**src/rtl/demux_stream_sched_if.sv**
```systemverilog
// Handshake and data bundle for demux_stream_sched.
// master: upstream source plus downstream channel sinks; slave: the scheduler.
interface demux_stream_sched_if #(
    parameter int DATA_W = 8,
    parameter int CNT_W  = 8
);
    logic                 en_i;
    logic [DATA_W-1:0]    data_i;
    logic                 valid_i;
    logic                 ready_o;
    logic [3:0]           ch_ready_i;
    logic [DATA_W-1:0]    data_o;
    logic [3:0]           valid_o;
    logic [1:0]           sel_o;
    logic                 busy_o;
    logic [4*CNT_W-1:0]   stat_o;

    modport master (
        output en_i, data_i, valid_i, ch_ready_i,
        input  ready_o, data_o, valid_o, sel_o, busy_o, stat_o
    );

    modport slave (
        input  en_i, data_i, valid_i, ch_ready_i,
        output ready_o, data_o, valid_o, sel_o, busy_o, stat_o
    );
endinterface

```
**src/rtl/demux_stream_sched.sv**
```systemverilog
// Burst scheduler for a 1-to-4 stream demultiplexer.
// One valid/ready input is dealt out in bursts of up to BURST_LEN beats to
// four channels, picked round-robin among ready channels. The output is a
// registered one-entry buffer, so data_o/valid_o come straight from flops.
// Optional per-channel dispatch counters: define DEMUX_SCHED_STATS_EN.
module demux_stream_sched #(
    parameter int DATA_W    = 8,
    parameter int BURST_LEN = 4,
    parameter int CNT_W     = 8
) (
    input  logic clk_i,
    input  logic rst_i,
    demux_stream_sched_if.slave bus
);
    localparam int BEAT_W = $clog2(BURST_LEN + 1);
    localparam logic [BEAT_W-1:0] BURST_MAX = BEAT_W'(BURST_LEN);

    typedef enum logic [1:0] {
        IDLE  = 2'd0,
        GRANT = 2'd1,
        DRAIN = 2'd2
    } state_t;

    state_t            state_q, state_d;
    logic [1:0]        last_q, last_d;
    logic [1:0]        sel_q, sel_d;
    logic [BEAT_W-1:0] beats_q, beats_d;

    logic              full_q;
    logic [DATA_W-1:0] data_q;
    logic [1:0]        dest_q;

    logic [1:0]        pick;
    logic              pick_ok;
    logic              ready;
    logic              in_xfer;
    logic              out_xfer;

    // Accept a beat only while granted, under the burst limit, and when the
    // buffer is empty or is being emptied this same cycle.
    assign ready    = (state_q == GRANT) && bus.en_i && (beats_q < BURST_MAX) &&
                      (!full_q || bus.ch_ready_i[dest_q]);
    assign in_xfer  = bus.valid_i && ready;
    assign out_xfer = full_q && bus.ch_ready_i[dest_q];

    assign bus.ready_o = ready;
    assign bus.data_o  = data_q;
    assign bus.valid_o = full_q ? (4'b0001 << dest_q) : 4'b0000;
    assign bus.sel_o   = sel_q;
    assign bus.busy_o  = (state_q != IDLE);

    // Round-robin pick: first ready channel after the last granted one.
    always_comb begin
        // NOTE: every always_comb output gets a default first so no path leaves it unassigned (no latch).
        pick    = 2'd0;
        pick_ok = 1'b0;
        for (int i = 1; i <= 4; i++) begin
            if (!pick_ok && bus.ch_ready_i[last_q + 2'(i)]) begin
                pick    = last_q + 2'(i);
                pick_ok = 1'b1;
            end
        end
    end

    // Next-state logic for the grant FSM and burst bookkeeping.
    always_comb begin
        state_d = state_q;
        last_d  = last_q;
        sel_d   = sel_q;
        beats_d = beats_q;
        unique case (state_q)
            IDLE: begin
                if (bus.en_i && pick_ok) begin
                    sel_d   = pick;
                    last_d  = pick;
                    beats_d = '0;
                    state_d = GRANT;
                end
            end
            GRANT: begin
                if (in_xfer) begin
                    beats_d = beats_q + 1'b1;
                end
                // A stalled channel keeps the grant; only a full burst, a
                // disable, or the source going quiet mid-burst ends it.
                if ((beats_d == BURST_MAX) || !bus.en_i ||
                    (!bus.valid_i && (beats_q != '0))) begin
                    state_d = DRAIN;
                end
            end
            DRAIN: begin
                if (!full_q || out_xfer) begin
                    state_d = IDLE;
                end
            end
            default: state_d = IDLE;
        endcase
    end

    // FSM and arbitration state registers.
    always_ff @(posedge clk_i or posedge rst_i) begin
        // NOTE: sequential state uses non-blocking assignments so every flop samples pre-edge values.
        if (rst_i) begin
            state_q <= IDLE;
            last_q  <= 2'b11;
            sel_q   <= 2'd0;
            beats_q <= '0;
        end else begin
            state_q <= state_d;
            last_q  <= last_d;
            sel_q   <= sel_d;
            beats_q <= beats_d;
        end
    end

    // One-entry output buffer; a fill wins over a drain in the same cycle.
    always_ff @(posedge clk_i or posedge rst_i) begin
        if (rst_i) begin
            full_q <= 1'b0;
            // NOTE: the data register is reset too, because data_o must read zero while in reset.
            data_q <= '0;
            dest_q <= 2'd0;
        end else if (in_xfer) begin
            full_q <= 1'b1;
            data_q <= bus.data_i;
            dest_q <= sel_q;
        end else if (out_xfer) begin
            full_q <= 1'b0;
        end
    end

`ifdef DEMUX_SCHED_STATS_EN
    logic [CNT_W-1:0] cnt_q [4];

    // Saturating per-channel count of delivered beats.
    always_ff @(posedge clk_i or posedge rst_i) begin
        if (rst_i) begin
            for (int k = 0; k < 4; k++) begin
                cnt_q[k] <= '0;
            end
        end else if (out_xfer && (cnt_q[dest_q] != {CNT_W{1'b1}})) begin
            cnt_q[dest_q] <= cnt_q[dest_q] + 1'b1;
        end
    end

    for (genvar k = 0; k < 4; k++) begin : g_stat
        assign bus.stat_o[k*CNT_W +: CNT_W] = cnt_q[k];
    end
`else
    assign bus.stat_o = {4*CNT_W{1'b0}};
`endif

endmodule

```
**src/flat_wrapper.sv**
```systemverilog
// flat-port wrapper written by rule: the top's interface ports become plain ports
module demux_stream_sched_flat 
#(
    parameter int DATA_W    = 8,
    parameter int BURST_LEN = 4,
    parameter int CNT_W     = 8
)
  (clk_i, rst_i, bus_en_i, bus_data_i, bus_valid_i, bus_ch_ready_i, bus_ready_o, bus_data_o, bus_valid_o, bus_sel_o, bus_busy_o, bus_stat_o);
  demux_stream_sched_if #(.DATA_W(DATA_W), .CNT_W(CNT_W)) bus_i ();
  input  logic clk_i;
  input  logic rst_i;
  input wire logic [$bits(bus_i.en_i)-1:0] bus_en_i;
  input wire logic [$bits(bus_i.data_i)-1:0] bus_data_i;
  input wire logic [$bits(bus_i.valid_i)-1:0] bus_valid_i;
  input wire logic [$bits(bus_i.ch_ready_i)-1:0] bus_ch_ready_i;
  output wire logic [$bits(bus_i.ready_o)-1:0] bus_ready_o;
  output wire logic [$bits(bus_i.data_o)-1:0] bus_data_o;
  output wire logic [$bits(bus_i.valid_o)-1:0] bus_valid_o;
  output wire logic [$bits(bus_i.sel_o)-1:0] bus_sel_o;
  output wire logic [$bits(bus_i.busy_o)-1:0] bus_busy_o;
  output wire logic [$bits(bus_i.stat_o)-1:0] bus_stat_o;
  assign bus_i.en_i = bus_en_i;
  assign bus_i.data_i = bus_data_i;
  assign bus_i.valid_i = bus_valid_i;
  assign bus_i.ch_ready_i = bus_ch_ready_i;
  assign bus_ready_o = bus_i.ready_o;
  assign bus_data_o = bus_i.data_o;
  assign bus_valid_o = bus_i.valid_o;
  assign bus_sel_o = bus_i.sel_o;
  assign bus_busy_o = bus_i.busy_o;
  assign bus_stat_o = bus_i.stat_o;
  demux_stream_sched #(.DATA_W(DATA_W), .BURST_LEN(BURST_LEN), .CNT_W(CNT_W)) u_core (.clk_i(clk_i), .rst_i(rst_i), .bus(bus_i));
endmodule
```
**config.mk**
```make
export PLATFORM = sky130hd
export DESIGN_NAME = demux_stream_sched_flat
export DESIGN_NICKNAME = d
export VERILOG_FILES = /design/src/rtl/demux_stream_sched_if.sv /design/src/rtl/demux_stream_sched.sv /design/src/flat_wrapper.sv
export SDC_FILE = /design/constraint.sdc
export NUM_CORES = 1
export LEC_CHECK = 0
export CAP_MARGIN = 20
export CORE_MARGIN = 3
export CORE_UTILIZATION = 40
export DETAILED_ROUTE_END_ITERATION = 8
export PLACE_DENSITY = 0.81
export SYNTH_ARGS = -nofsm -noshare
export SYNTH_HDL_FRONTEND = slang
export SYNTH_SLANG_ARGS = --single-unit
export TNS_END_PERCENT = 100
```
**constraint.sdc**
```tcl
create_clock -name clk_i -period 2.23 [get_ports clk_i]
set_input_delay 0.223 -clock clk_i [delete_from_list [all_inputs] [get_ports clk_i]]
set_output_delay 0.223 -clock clk_i [all_outputs]
set_load 0.03 [all_outputs]
```
# --- After elaboration in Yosys (flattened, before gate mapping) ---
# Cells that the tools add are included.
classes:
  n_addsub: 4
  n_lt_le_gt_ge: 6
  eq_ne: 6
  shift: 1
  mux: 29
  reduce_logical: 28
op_table:
  columns: ["op", "count"]
  rows:
  - ["2-bit by 3-bit < comparator with 1-bit output (second input constant)", 5]
  - ["2-bit 2-to-1 mux", 7]
  - ["1-bit 2-to-1 mux", 11]
  - ["1-bit binary-select mux with 2-bit select", 5]
  - ["1-bit logical AND", 10]
  - ["3-bit 2-to-1 mux", 3]
  - ["1-bit zero test", 6]
  - ["2-bit one-hot mux with 3 select lines", 1]
  - ["3-bit one-hot mux with 2 select lines", 1]
  - ["2-bit nonzero test", 3]
  - ["2-bit adder (second input constant)", 2]
  - ["1-bit logical OR", 4]
  - ["4-bit 2-to-1 mux", 1]
  - ["2-bit by 1-bit != test with 1-bit output (second input constant)", 2]
  - ["2-bit AND reduction", 2]
  - ["1-bit by 2-bit left shift with 4-bit output (first input constant)", 1]
  - ["3-bit by 1-bit adder with 3-bit output (second input constant)", 1]
  - ["3-bit equality test (second input constant)", 1]
  - ["3-bit < comparator (second input constant)", 1]
  - ["3-bit AND reduction", 1]
  - ["3-bit nonzero test", 1]
  - ["2-bit by 1-bit adder with 2-bit output (second input constant)", 1]
  - ["2-bit by 1-bit equality test with 1-bit output (second input constant)", 1]
  - ["2-bit equality test (second input constant)", 1]
  - ["2 further kinds", 2]
word_totals:
  reg_bits: 20
  input_bits: 16
  out_inout_bits: 48
  wordCells: 81

# --- Longest topological paths before layout ---
# Gate-level depths: netlist (run 1).
depth:
  ltp_word: 16
  depth_mapped: 6
  depth_no_buf: 6

# --- Worst setup path after synthesis (run 1) ---
# OpenSTA, ideal clock, no wires.
synth_timing:
  path_type: "reg2reg"
  from: "reg u_core.dest_q[1]"
  to: "reg u_core.state_q[0]"
  setup_ps: 131
  arrival_ps: 1412
  t_required_ps: 2099
  setup_slack_ps: 687
  stages_incl_launch_ff: 6
  path_buffers: 0
  period_less_slack_ps: 1543
  cell_sequence: "dfrtp_1 mux2i_1 a22oi_4 and3_1 a311oi_1 or3_1"
synth_between:
  elab_chain_len: 12
  word_cells_on_any_way: 15
  cone_classes: "eq/ne (3); mux (4); reduce/logical (8)"
synth_rtl:
  columns: ["element", "line_no", "text"]
  rows:
  - ["from (decl)", "demux_stream_sched.sv:31", "logic [1:0] dest_q;"]
  - ["from (signal assigned)", "demux_stream_sched.sv:126", "dest_q <= sel_q;"]
  - ["1-bit binary-select mux with 2-bit select (*)", "demux_stream_sched.sv:42, demux_stream_sched.sv:44", null]
  - ["1-bit 2-to-1 mux (implied by the code) (*)", "demux_stream_sched.sv:42, demux_stream_sched.sv:44", null]
  - ["1-bit logical OR", "demux_stream_sched.sv:42", "(!full_q || bus.ch_ready_i[dest_q]);"]
  - ["1-bit logical AND", "demux_stream_sched.sv:41", "assign ready = (state_q == GRANT) && bus.en_i && (beats_q < BURST_MAX) &&"]
  - ["1-bit logical AND", "demux_stream_sched.sv:43", "assign in_xfer = bus.valid_i && ready;"]
  - ["3-bit 2-to-1 mux", "demux_stream_sched.sv:81", "if (in_xfer) begin"]
  - ["3-bit 2-to-1 mux", "demux_stream_sched.sv:71", "unique case (state_q)"]
  - ["3-bit equality test", "demux_stream_sched.sv:86", "if ((beats_d == BURST_MAX) || !bus.en_i ||"]
  - ["1-bit logical OR (2 in series)", "demux_stream_sched.sv:86", null]
  - ["2-bit != test (no source line)", null, null]
  - ["3-bit AND reduction (no source line) (*)", null, null]
  - ["to (signal assigned)", "demux_stream_sched.sv:109", "state_q <= state_d;"]
  - ["to (decl)", "demux_stream_sched.sv:24", "state_t state_q, state_d;"]
# Mark *: on every way between the ends. The rest lies on a longest branch, timed or not. The select of a mux whose other input is x is not followed.
# A chain may end at the register's enable or synchronous reset.

# --- Worst setup path after layout (run 1) ---
layout_timing:
  from: "reg u_core.dest_q[0]"
  to: "out bus_valid_o[0]"
layout_between:
  elab_chain_len: 2
layout_rtl:
  columns: ["element", "line_no", "text"]
  rows:
  - ["1-bit by 2-bit left shift with 4-bit output", "demux_stream_sched.sv:48", "assign bus.valid_o = full_q ? (4'b0001 << dest_q) : 4'b0000;"]
  - ["4-bit 2-to-1 mux", "demux_stream_sched.sv:48", null]
  - ["to (decl)", "flat_wrapper.sv:18", "output wire logic [$bits(bus_i.valid_o)-1:0] bus_valid_o;"]
# Every way passes these cells.

==> flow_summary.toml, run 1 <==
[status]
status = "finished clean"

[critical_path]
critPathLaunch = "u_core.dest_q[0]$_DFFE_PP0N_"
end_kind = "primary output"
crit_type = "flop to primary output"
r2r-start = "u_core.dest_q[1]$_DFFE_PP0N_"
startpoint_type = "flop"
cp.arrival_ns = 1.85
worstPathRequired_ns = 2.01
critPathMaxFanout = 4

[placed_design]
io_buffers = 31
gp_congestion = 0.8859
place_hpwl_mm = 1.966

[detailed_routing]
drt-vias-per-instance = 4.677
ant_nets = 0
drtIter0Drc = 79
wl_per_cell_um = 12.31
vias = 940
drtPass1Iterations = 4
drc = 0
drt_wl_total_mm = 2.474

[floorplanning]
boundaryPins = 64
core_mm2 = 0.003078
row_count = 20
dieArea_mm2 = 0.003973
die_h_um = 63.04
die_w_um = 63.04
initial_core_util_pct = 42.28

[global_routing]
overflow = 0
grt_usage_pct = 12.73
grt_pass1_wl_mm = 4.105
grt_pass1_vias = 944
grt_max_degree = 21
antenna_found_initial = 0

[sta]
min_period_ns = 2.070
finalClockSkew_ns = 0.005760
finalSetupTns_ns = 0
maxSlewViolCount = 0
rsz0062_at_grt = "false"
worst_slew_pin_slew_ns = 0.7676
hold_viol = 0
finalSetupViolCount = 0
clock.fmax_mhz = 483.0
slew_headroom_pct = 48.77
min_period_over_period_pct = 92.84

[synth]
synth-seq-cells = 20
yosysWarnings = 0
synth_top_family_by_area = "buffers and inverters"
synth_flop_cell = "dfrtp_1"
synthesis.area_mm2 = 0.001301
synthMuxAreaShare_pct = 13.75
synth_cell_types = 37
synth_compound_area_share_pct = 9.615
synth_adder_area_share_pct = 1.923
synth_edf_count = 0
synth_seq_area_share_pct = 38.65
synthArstFlopShare_pct = 100.0
synth_xor_area_share_pct = 0.6731
avgSynthCellArea_um2 = 10.58
syn_inst = 123
yosys.area_share.simple_pct = 14.04

[hold_path]
holdCritPathClass = "input port to async pin"

[power_and_ir_drop]
ir_drop_v = 0.0004653
cellLeakagePower_nw = 0.7966
power_mw = 2.034
power.density_mw_per_mm2 = 1277

[clock_network]
path_clk_slew_ns = 0.12
clock_latency_ns = 0.31
cts_resized = 0
cts_hold_buf = 0
postCtsSetupBuffers = 0
htree_levels = 1
cts-root-buf = "clkbuf_4"
clockBufferDepth = 2
cts_tree = "yes"
cts_sinks = 20
cts_buffers = 3

[layout]
multi_input_area_um2 = 640.6
syn_to_final_growth_pct = 22.40
drive_gt1_share_pct = 18.47
antenna_cells = 0
fillers = 274
nets = 176
ff_latch_area_um2 = 503.0

[job]
cap_violations = 0
[power breakdown]
group	total [mW]	switching, mW	internal [mW]
sequential	0.661	0.124	0.537
combinational	1.07	0.585	0.489
clock	0.299	0.117	0.182
total	2.03	0.826	1.21
[critical path: stages, from the launching register on]
cell             delay (ns)
dfrtp_1                0.42
nor2b_1                0.27
and2b_2                0.19
clkdlybuf4s50_1        0.66
[cells in the final DEF (no fill, tap or decap), types with 3 or more instances in the layout]
master	n
a21oi_1	3
nor2_1	8
mux2_2	3
dfrtp_1	18
mux2i_1	4
conb_1	32
buf_4	3
nor3_1	3
nand2_1	3
clkdlybuf4s50_1	30
inv_1	5
mux2_4	7
clkbuf_4	3
[flip-flops by register name, summed over array words and instances, names as in the netlist]
name	flops
u_core.beats_q	3
u_core.bus.data_o	8
u_core.bus.sel_o	2
u_core.dest_q	2
u_core.full_q	1
u_core.last_q	2
u_core.state_q	2
[path summary, 6_finish.rpt]
check	endpoint	slack, ns	depth (start not counted)
worst max-delay path	bus_valid_o[0]	0.16	3
worst min-delay path	u_core.bus.data_o[7]$_DFFE_PP0N_	0.34	2
worst max register to register	u_core.bus.data_o[1]$_DFFE_PP0N_	0.51	5
worst min register to register	u_core.bus.sel_o[1]$_DFFE_PP0P_	0.52	1
max in group asynchronous	u_core.beats_q[1]$_DFFE_PP0P_	1.41	2
min in group clk_i	u_core.bus.data_o[0]$_DFFE_PP0N_	0.51	2
[synthesized netlist by cell type (2+ instances only)]
| master | number | area share, % |
|---|---|---|
| buf_4 | 32 | 18 |
| dfrtp_1 | 18 | 35 |
| nor2_1 | 8 | 2.3 |
| mux2_4 | 7 | 8.1 |
| inv_1 | 5 | 1.4 |
| mux2i_1 | 4 | 3.1 |
| a21oi_1 | 3 | 1.2 |
| mux2_2 | 3 | 2.6 |
| nand2_1 | 3 | 0.87 |
| nor3_1 | 3 | 1.2 |
| a21o_1 | 2 | 1.2 |
| and2_2 | 2 | 1.2 |
| and2b_2 | 2 | 1.3 |
| dfstp_2 | 2 | 4.0 |
| ha_1 | 2 | 1.9 |
| nor2b_1 | 2 | 0.96 |
| o21ai_0 | 2 | 0.77 |
| o22ai_1 | 2 | 0.96 |
| o41ai_1 | 2 | 1.3 |
| or2_2 | 2 | 0.96 |
[cell type report]
type                    count  share of cell area [%]
inverters                   5                   1.178
multi-input cells          95                   40.22
well taps                  44                   3.456
repair buffers             33                   20.27
clock buffers               3                   1.414
flip-flops and latches     20                   31.58
clock inverters             1                   1.885
[metrics by stage]
stage	util (%)	setup slack, ns	instance area (um^2)	hold slack [ns]	instances
finish	51.75	0.1596	1593	0.3353	201
floorplan	-	0.6866	1418	0.1853	154
global route	51.75	0.04592	1593	0.3977	201
global placement	50.04	0.2916	1540	0.4903	197
CTS	51.75	0.1409	1593	0.3666	201
detailed placement	50.04	0.2221	1540	0.4984	197
[routing by layer]
metal  share of wire [%]  GRT usage [%]  vias to the layer above
met2                  51          22.13                       49
met1                  40          15.06                      456
met3                 7.2          2.518                        9
met4                 1.7          5.510                        0
li1                    -              -                      426
met5                   0              0                        -
[logic make-up (layout without fill, tap and decap cells)]
group                    count (synthesis)  in the layout
buffers and inverters                   39             42
other                                    1             32
flip-flops                              20             20
AO/OA/AOI/OAI                           16             16
XOR/XNOR                                 1              1
adder cells (fa/ha/maj)                  2              2
AND/OR/NAND/NOR                         30             30
multiplexers                            14             14
(Power assumes the default switching activity.)
==> inputs of run 2 (changes only) <==
--- a/config.mk
+++ b/config.mk
@@ -6,6 +6,7 @@
 export NUM_CORES = 1
 export LEC_CHECK = 0
 export CAP_MARGIN = 20
+export CORE_ASPECT_RATIO = 1.25
 export CORE_MARGIN = 3
 export CORE_UTILIZATION = 40
 export DETAILED_ROUTE_END_ITERATION = 8
==> run 2 against run 1 <==
Non-clock buffer count grew 2; critical path depth is the same; clock-buffer cell count did not move; utilization up 1.4 points; final area increased by 1.1%; setup slack got worse by 0.0042 ns; register-to-register slack worse by 0.08 ns; sequential power rose by 1%; clock power shrank 2%; worst hold slack better by 0.0094 ns; flip-flop and latch count stayed put; via count decreased by 5.1%; largest cell class unchanged.
==> flow_summary.toml, run 2 (synthesis gave the netlist of run 1 again) <==
[layout]
stdcell_count = 195
layout_commonest_cell = "conb_1"
drive_gt1_share_pct = 19.50
layout_common_cells = "conb_1 (32), clkdlybuf4s50_1 (30), dfrtp_1 (18)"
syn_to_final_growth_pct = 23.75
ff_latch_area_um2 = 503.0
fin_util_pct = 53.18
fillers = 291
nets = 178
antenna_cells = 0
largest_reg_flops = 8
multi_input_area_um2 = 640.6

[floorplanning]
core_mm2 = 0.003028
die_w_um = 57.02
die_h_um = 69.77
dieArea_mm2 = 0.003978
initial_core_util_pct = 42.98
boundaryPins = 64
row_count = 22

[clock_network]
cts_hold_buf = 0
clockBufferDepth = 2
clock_latency_ns = 0.30
cts-root-buf = "clkbuf_4"
cts_buffers = 3
path_clk_slew_ns = 0.12
cts_sinks = 20
cts_resized = 0
cts_tree = "yes"
htree_levels = 1
postCtsSetupBuffers = 0

[global_routing]
antenna_found_initial = 0
grt_pass1_wl_mm = 3.781
overflow = 0
grt_max_degree = 21
grt_pass1_vias = 844
grt_usage_pct = 11.61

[power_and_ir_drop]
cellLeakagePower_nw = 0.8098
power_mw = 2.050
ir_drop_v = 0.0005760
power.density_mw_per_mm2 = 1273

[critical_path]
crit_type = "flop to primary output"
crit_chain = "nor2b_1, and2b_2, clkdlybuf4s50_1"
critPathLaunch = "u_core.dest_q[0]$_DFFE_PP0N_"
end_kind = "primary output"
critPathMaxFanout = 4
worstPathRequired_ns = 2.01
critPathTopFamily = "buffers and inverters"
crit_path_top_delay_cell = "clkdlybuf4s50_1"
cp.buffers_inverters = 1
startpoint_type = "flop"
cp.arrival_ns = 1.85
r2r-start = "u_core.dest_q[1]$_DFFE_PP0N_"
slowest_delay_ns = 0.66

[hold_path]
holdCritPathClass = "input port to async pin"

[detailed_routing]
ant_nets = 0
wl_per_cell_um = 12.36
drc = 0
drtIter0Drc = 19
drtPass1Iterations = 4
drt_wl_total_mm = 2.411
drt-vias-per-instance = 4.574
vias = 892

[placed_design]
place_hpwl_mm = 1.946
placedCellCount = 191
io_buffers = 31
gp_congestion = 0.7840

[sta]
rsz0062_at_grt = "false"
finalSetupViolCount = 0
maxSlewViolCount = 0
clock.fmax_mhz = 482.0
min_period_over_period_pct = 93.03
finalClockSkew_ns = 0.007969
whs_ns = 0.3448
finalSetupTns_ns = 0
slew_headroom_pct = 50.59
min_period_ns = 2.075
hold_viol = 0
worst_slew_pin_slew_ns = 0.7403

[job]
cap_violations = 0

[status]
status = "finished clean"
run 2: path summary, 6_finish.rpt:
path / slack [ns] / cells past startpoint / end
worst max-delay path: 0.16 / 3 / bus_valid_o[0]
worst min-delay path: 0.34 / 2 / u_core.bus.data_o[3]$_DFFE_PP0N_
min in group clk_i: 0.52 / 1 / u_core.bus.data_o[3]$_DFFE_PP0N_
max in group asynchronous: 1.41 / 2 / u_core.state_q[1]$_DFFE_PP0P_
worst max register to register: 0.43 / 5 / u_core.state_q[0]$_DFFE_PP0P_
worst min register to register: 0.52 / 1 / u_core.bus.data_o[3]$_DFFE_PP0N_
run 2: cell type report:
class	instances	area share, %
multi-input combinational	95	39.78
clock buffer	3	1.399
inverter	5	1.166
clock inverter	1	1.865
timing repair buffer	35	21.76
tap	36	2.797
sequential	20	31.24
run 2: through the flow:
| stage | instance area [um^2] | worst slack [ns] |
|---|---|---|
| floorplan | 1418 | 0.6866 |
| global placement | 1558 | 0.2216 |
| detailed placement | 1558 | 0.1469 |
| CTS | 1610 | 0.1213 |
| global route | 1610 | 0.05223 |
| finish | 1610 | 0.1553 |
run 2: power by group:
group          internal [mW]  switching [mW]
sequential             0.537           0.131
combinational          0.507           0.580
clock                  0.182           0.113
total                   1.23           0.824
run 2: worst register-to-register path, stage by stage (launching register included):
cell	delay, ns
dfrtp_1	0.47
mux2i_1	0.31
a22oi_4	0.14
nand3_4	0.23
a311oi_1	0.14
or3_1	0.39
run 2: layer usage:
metal	vias to the layer above	part of all wire, %	global-route usage, %
li1	426	-	-
met1	424	38	13.48
met2	42	54	21.09
met3	0	8.0	2.421
met4	0	0	3.093
met5	-	0	0
